--- src/rtl/mux_row_loader.sv ---
// Frame sequencer for one LED driver group: walks 4 mux rows x all driver outputs,
// fetches each LED's colour word via the row LUT and column RAM, shifts it out, latches and switches rows.
module mux_row_loader #(
  parameter int NB_LEDS_PER_GROUP = 16,
  parameter int NB_LED_ROWS       = 32,
  parameter int DATA_WIDTH        = 48,
  localparam int LED_WIDTH        = $clog2(NB_LEDS_PER_GROUP),
  localparam int LED_ROW_WIDTH    = $clog2(NB_LED_ROWS)
) (
  input  logic                     clk,
  input  logic                     nrst,
  input  logic                     start_frame,
  output logic [3:0]               lut_row_en,
  output logic [LED_WIDTH-1:0]     led,
  input  logic [LED_ROW_WIDTH-1:0] led_row,
  output logic                     rd_en,
  output logic [LED_ROW_WIDTH-1:0] rd_addr,
  input  logic [DATA_WIDTH-1:0]    rd_data,
  output logic                     sout,
  output logic                     sclk,
  output logic                     lat,
  output logic [3:0]               row_en,
  output logic                     busy,
  output logic                     frame_done
);

  typedef enum logic [2:0] {IDLE, ADDR, REQ, LOAD, SHIFT, LATCH, SWITCH} state_t;

  localparam int CNT_W = $clog2(2 * DATA_WIDTH);
  localparam logic [CNT_W-1:0]     CNT_LAST = CNT_W'(2 * DATA_WIDTH - 1);
  localparam logic [LED_WIDTH-1:0] LED_LAST = LED_WIDTH'(NB_LEDS_PER_GROUP - 1);

  state_t                   state, state_nxt;
  logic [3:0]               lut_row_en_nxt, row_en_nxt;
  logic [LED_WIDTH-1:0]     led_nxt;
  logic [LED_ROW_WIDTH-1:0] rd_addr_nxt;
  logic                     rd_en_nxt, sout_nxt, sclk_nxt, lat_nxt, busy_nxt, frame_done_nxt;
  logic [CNT_W-1:0]         cnt, cnt_nxt;
  logic [DATA_WIDTH-1:0]    shreg, shreg_nxt;

  always_ff @(posedge clk or negedge nrst) begin
    if (!nrst) begin
      state      <= IDLE;
      lut_row_en <= 4'b0001;
      led        <= '0;
      rd_en      <= 1'b0;
      rd_addr    <= '0;
      sout       <= 1'b0;
      sclk       <= 1'b0;
      lat        <= 1'b0;
      row_en     <= 4'b0000;
      busy       <= 1'b0;
      frame_done <= 1'b0;
      cnt        <= '0;
    end else begin
      state      <= state_nxt;
      lut_row_en <= lut_row_en_nxt;
      led        <= led_nxt;
      rd_en      <= rd_en_nxt;
      rd_addr    <= rd_addr_nxt;
      sout       <= sout_nxt;
      sclk       <= sclk_nxt;
      lat        <= lat_nxt;
      row_en     <= row_en_nxt;
      busy       <= busy_nxt;
      frame_done <= frame_done_nxt;
      cnt        <= cnt_nxt;
    end
  end

  // Colour word is pure data and needs no reset
  always_ff @(posedge clk) begin
    shreg <= shreg_nxt;
  end

  always_comb begin
    state_nxt      = state;
    lut_row_en_nxt = lut_row_en;
    led_nxt        = led;
    rd_en_nxt      = 1'b0;
    rd_addr_nxt    = rd_addr;
    sout_nxt       = sout;
    sclk_nxt       = sclk;
    lat_nxt        = lat;
    row_en_nxt     = row_en;
    busy_nxt       = busy;
    frame_done_nxt = 1'b0;
    cnt_nxt        = cnt;
    shreg_nxt      = shreg;
    case (state)
      IDLE: begin
        if (start_frame) begin
          busy_nxt       = 1'b1;
          lut_row_en_nxt = 4'b0001;
          led_nxt        = LED_LAST;
          state_nxt      = ADDR;
        end
      end
      ADDR: begin
        rd_addr_nxt = led_row;
        rd_en_nxt   = 1'b1;
        state_nxt   = REQ;
      end
      REQ: state_nxt = LOAD;
      LOAD: begin
        shreg_nxt = rd_data;
        cnt_nxt   = '0;
        state_nxt = SHIFT;
      end
      SHIFT: begin
        cnt_nxt = cnt + 1'b1;
        if (!cnt[0]) begin
          sout_nxt = shreg[DATA_WIDTH-1];
          sclk_nxt = 1'b0;
        end else begin
          // Rising sclk edge; sout has been stable since the preceding low phase
          sclk_nxt  = 1'b1;
          shreg_nxt = shreg << 1;
          if (cnt == CNT_LAST) begin
            if (led != '0) begin
              led_nxt   = led - 1'b1;
              state_nxt = ADDR;
            end else begin
              state_nxt = LATCH;
            end
          end
        end
      end
      LATCH: begin
        lat_nxt    = 1'b1;
        row_en_nxt = 4'b0000;
        sclk_nxt   = 1'b0;
        state_nxt  = SWITCH;
      end
      SWITCH: begin
        lat_nxt    = 1'b0;
        row_en_nxt = lut_row_en;
        if (lut_row_en[3]) begin
          busy_nxt       = 1'b0;
          frame_done_nxt = 1'b1;
          lut_row_en_nxt = 4'b0001;
          state_nxt      = IDLE;
        end else begin
          lut_row_en_nxt = {lut_row_en[2:0], lut_row_en[3]};
          led_nxt        = LED_LAST;
          state_nxt      = ADDR;
        end
      end
      default: state_nxt = IDLE;
    endcase
  end

endmodule

--- config.mk ---
export PLATFORM = sky130hd
export DESIGN_NAME = mux_row_loader
export DESIGN_NICKNAME = d
export VERILOG_FILES = /design/src/rtl/mux_row_loader.sv
export SDC_FILE = /design/constraint.sdc
export NUM_CORES = 1
export LEC_CHECK = 0
export CORE_MARGIN = 3
export CORE_UTILIZATION = 46
export CTS_BUF_LIST = sky130_fd_sc_hd__clkbuf_8
export CTS_CLUSTER_SIZE = 25
export DETAILED_ROUTE_END_ITERATION = 8
export GPL_TIMING_DRIVEN = 0
export PLACE_DENSITY = 0.74
export SYNTH_ARGS = -nofsm -noshare
export SYNTH_HDL_FRONTEND = slang
export SYNTH_SLANG_ARGS = --single-unit
--- constraint.sdc ---
create_clock -name clk -period 3.9 [get_ports clk]
set_clock_uncertainty 0.05 [all_clocks]
set_input_delay 0.78 -clock clk [delete_from_list [all_inputs] [get_ports clk]]
set_output_delay 0.78 -clock clk [all_outputs]
set_load 0.005 [all_outputs]
==> run_results.csv <==
group,metric,value,unit
hold_path,hold_class,"in -> async",
clock_tree,htreeDepth,3,
clock_tree,worstSkewPairLatency,360,ps
sta,min_period,2580,ps
worst_setup_path,path_class,"reg -> reg",
clock_tree,tritoncts,"yes",
yosys,synth_edf_count,48,
final_layout,design_area,4730,µm²
yosys,ys_types,39,
sta,period_share,0.662,
power,p_per_area,659,nW/µm²
sta,slew-limit-headroom,0.515,
die,start_util,0.483,
clock_tree,ctsHoldBuffers,0,
die,ios,79,
drt,totalWireLength,7.43,mm
outcome,outcome,"finished clean",
clock_tree,clock-root-buffer,"clkbuf_8",
clock_tree,cts_setup_buffers,0,
sta,fin_setup_tns,0,ps
worst_setup_path,rr_startpoint,"state[0]",
clock_tree,clkTransAtPathRegs,80,ps
worst_setup_path,rr_worst_depth,7,
global_route,grt_pass1_wl,12.3,mm
worst_setup_path,worstPathMaxFanout,27,
final_layout,layout-drive-gt1-share,0.0940,
flow_run,drv_cap,0,
drt,drt-wirelength-per-cell,13.9,µm
drt,first_pass_iters,4,
final_layout,area_growth,32.7,%
global_route,grt_max_degree,34,
place,hpwlAfterDp,5.13,mm
clock_tree,clockBufferDepth,2,
sta,finalMaxSlewViolations,0,
worst_setup_path,end_kind,"register",
final_layout,antennaDiodeCount,0,
sta,hold_slack,438,ps
global_route,grt_usage,0.178,
worst_setup_path,r2r-end,"shreg[5]",
yosys,synth_warnings,0,
yosys,ys_ff_latch,81,
power,power.leakage,2.02,nW
drt,avgViaCountPerCell,5.02,
place,place_area,4480,µm²
worst_setup_path,cp-start-kind,"register",
yosys,syn_avg_cell_area,10.4,µm²
global_route,grt_overflow_total,0,
sta,finalSetupViolCount,0,
die,die_area,8830,µm²
place,portBuffers,78,
sta,worst_pin_slew,727,ps
drt,vias,2685,
yosys,synthCells,341,
global_route,grt_pass1_vias,2637,
final_layout,fillers,638,
die,die_x,94.0,µm
global_route,antenna_found_initial,0,
sta,hold_viol,0,
sta,rsz0062_at_grt,"false",
die,coreArea,7370,µm²
clock_tree,numClockSinks,81,
drt,remaining_drc_errors,0,
sta,fmax,387,MHz
yosys,yosysSeqAreaShare,0.637,
drt,drtIter0Drc,169,
yosys,async_flop_share,0.407,
yosys,syn_area,3560,µm²
die,chipHeight,94.0,µm
yosys,synthFlopType,"edfxtp_1",
drt,detail-route-antenna-nets,0,
worst_setup_path,cp_data_required_time,3910,ps
die,num_rows,31,
worst_setup_path,rrSetupSlack,1320,ps
yosys,syn-num-nets,400,
worst_setup_path,cp.arrival,2590,ps
clock_tree,numCtsBuffers,9,
final_layout,final_nets,490,
power,peakVddDrop,0.000269,V
place,globalplace.congestion,0.803,
clock_tree,cts_resized,0,
[stage by stage]
stage	setup WS [ps]	instances	utilization	power, mW
2_1_floorplan	1180	341	-	1.98
3_3_place_gp	506	518	0.606	2.37
3_5_place_dp	1320	519	0.608	2.41
4_1_cts	1290	535	0.641	3.15
5_1_grt	1130	535	0.641	3.32
6_report	1320	535	0.641	3.12
[registers in the layout, summed over array words and instances, names as in the netlist]
register,cells
busy,1
cnt,7
frame_done,1
lat,1
led,4
lut_row_en,4
rd_addr,5
rd_en,1
row_en,4
sclk,1
shreg,48
sout,1
state,3
[worst max-delay path by stage]
stage | startpoint | end | slack (ps) | cells after the start
after floorplan | state[0] | shreg[0] | 1180 | 6
after global placement | state[0] | shreg[13] | 510 | 6
after detailed placement | state[0] | shreg[11] | 1320 | 7
after CTS | state[0] | shreg[4] | 1290 | 7
after global routing | state[0] | shreg[4] | 1130 | 7
final | state[0] | shreg[5] | 1320 | 7
[layer usage]
metal | wire length (µm) | share of wire | vias up | global-route usage
li1 | - | - | 1341 | -
met1 | 3470 | 0.47 | 1279 | 0.250
met2 | 3490 | 0.47 | 56 | 0.272
met3 | 341 | 0.046 | 9 | 0.0321
met4 | 130 | 0.018 | 0 | 0.0770
met5 | 0 | 0 | - | 0
[report_power, final]
| group | switching [mW] | internal [mW] | leakage [nW] | total, mW |
|---|---|---|---|---|
| Sequential | 0.132 | 1.25 | 0.845 | 1.38 |
| Clock | 0.304 | 0.426 | 0.121 | 0.731 |
| Combinational | 0.534 | 0.470 | 1.05 | 1.00 |
[cells in the mapped netlist, drive strengths merged, types with 3 or more instances]
library cell,number,area share
nor2b,3,0.0053
nand2b,5,0.0088
nor2,10,0.012
a22o,12,0.030
edfxtp,48,0.40
mux2,6,0.019
inv,5,0.0053
a21oi,4,0.0056
a31oi,5,0.0088
o21ai,14,0.020
nor3,3,0.0042
ha,3,0.011
and3,3,0.0067
nand2,150,0.16
dfrtp,32,0.22
buf,13,0.019
clkbuf,3,0.0032
[area by class of cell]
class | instances | area [µm²] | share of cell area
flip-flops and latches | 81 | 2270 | 0.480
multi-input cells | 239 | 1200 | 0.253
repair buffers | 79 | 796 | 0.168
clock buffers | 9 | 124 | 0.0262
well taps | 99 | 124 | 0.0262
clock inverters | 7 | 119 | 0.0252
plain buffers | 16 | 80.1 | 0.0169
inverters | 5 | 18.8 | 0.00397
[cell families (layout without fill, tap and decap cells)]
| logic type | after synthesis | count (layout) | synth area share |
|---|---|---|---|
| AOI/OAI and AO/OA | 42 | 42 | 0.0812 |
| and+or+nand+nor | 186 | 186 | 0.219 |
| DFF | 81 | 81 | 0.637 |
| buffers and inverters | 21 | 116 | 0.0278 |
| adders and majority gates | 3 | 3 | 0.0105 |
| muxes | 8 | 8 | 0.0246 |
[placed cells by master (no fill, tap or decap), types with 3 or more instances in the layout]
master           count
nand2_1            149
mux2_2               6
nand2b_1             5
nor2b_1              3
a22o_1              12
edfxtp_1            48
ha_1                 3
nor3_1               3
buf_2               11
clkdlybuf4s50_1     77
a21oi_1              4
a31oi_1              5
dfrtp_1             32
clkbuf_1             3
nor2_1               8
clkbuf_8             9
o21ai_0             13
bufinv_16            3
inv_1                6
[critical path: stages, from the launching register on]
cell     delay [ps]
dfrtp_1         360
buf_2           180
nor3b_2         310
buf_2           280
buf_2           260
nand2_1         120
nand2_2         450
buf_12          270
Power figures use the tool's default switching activity.
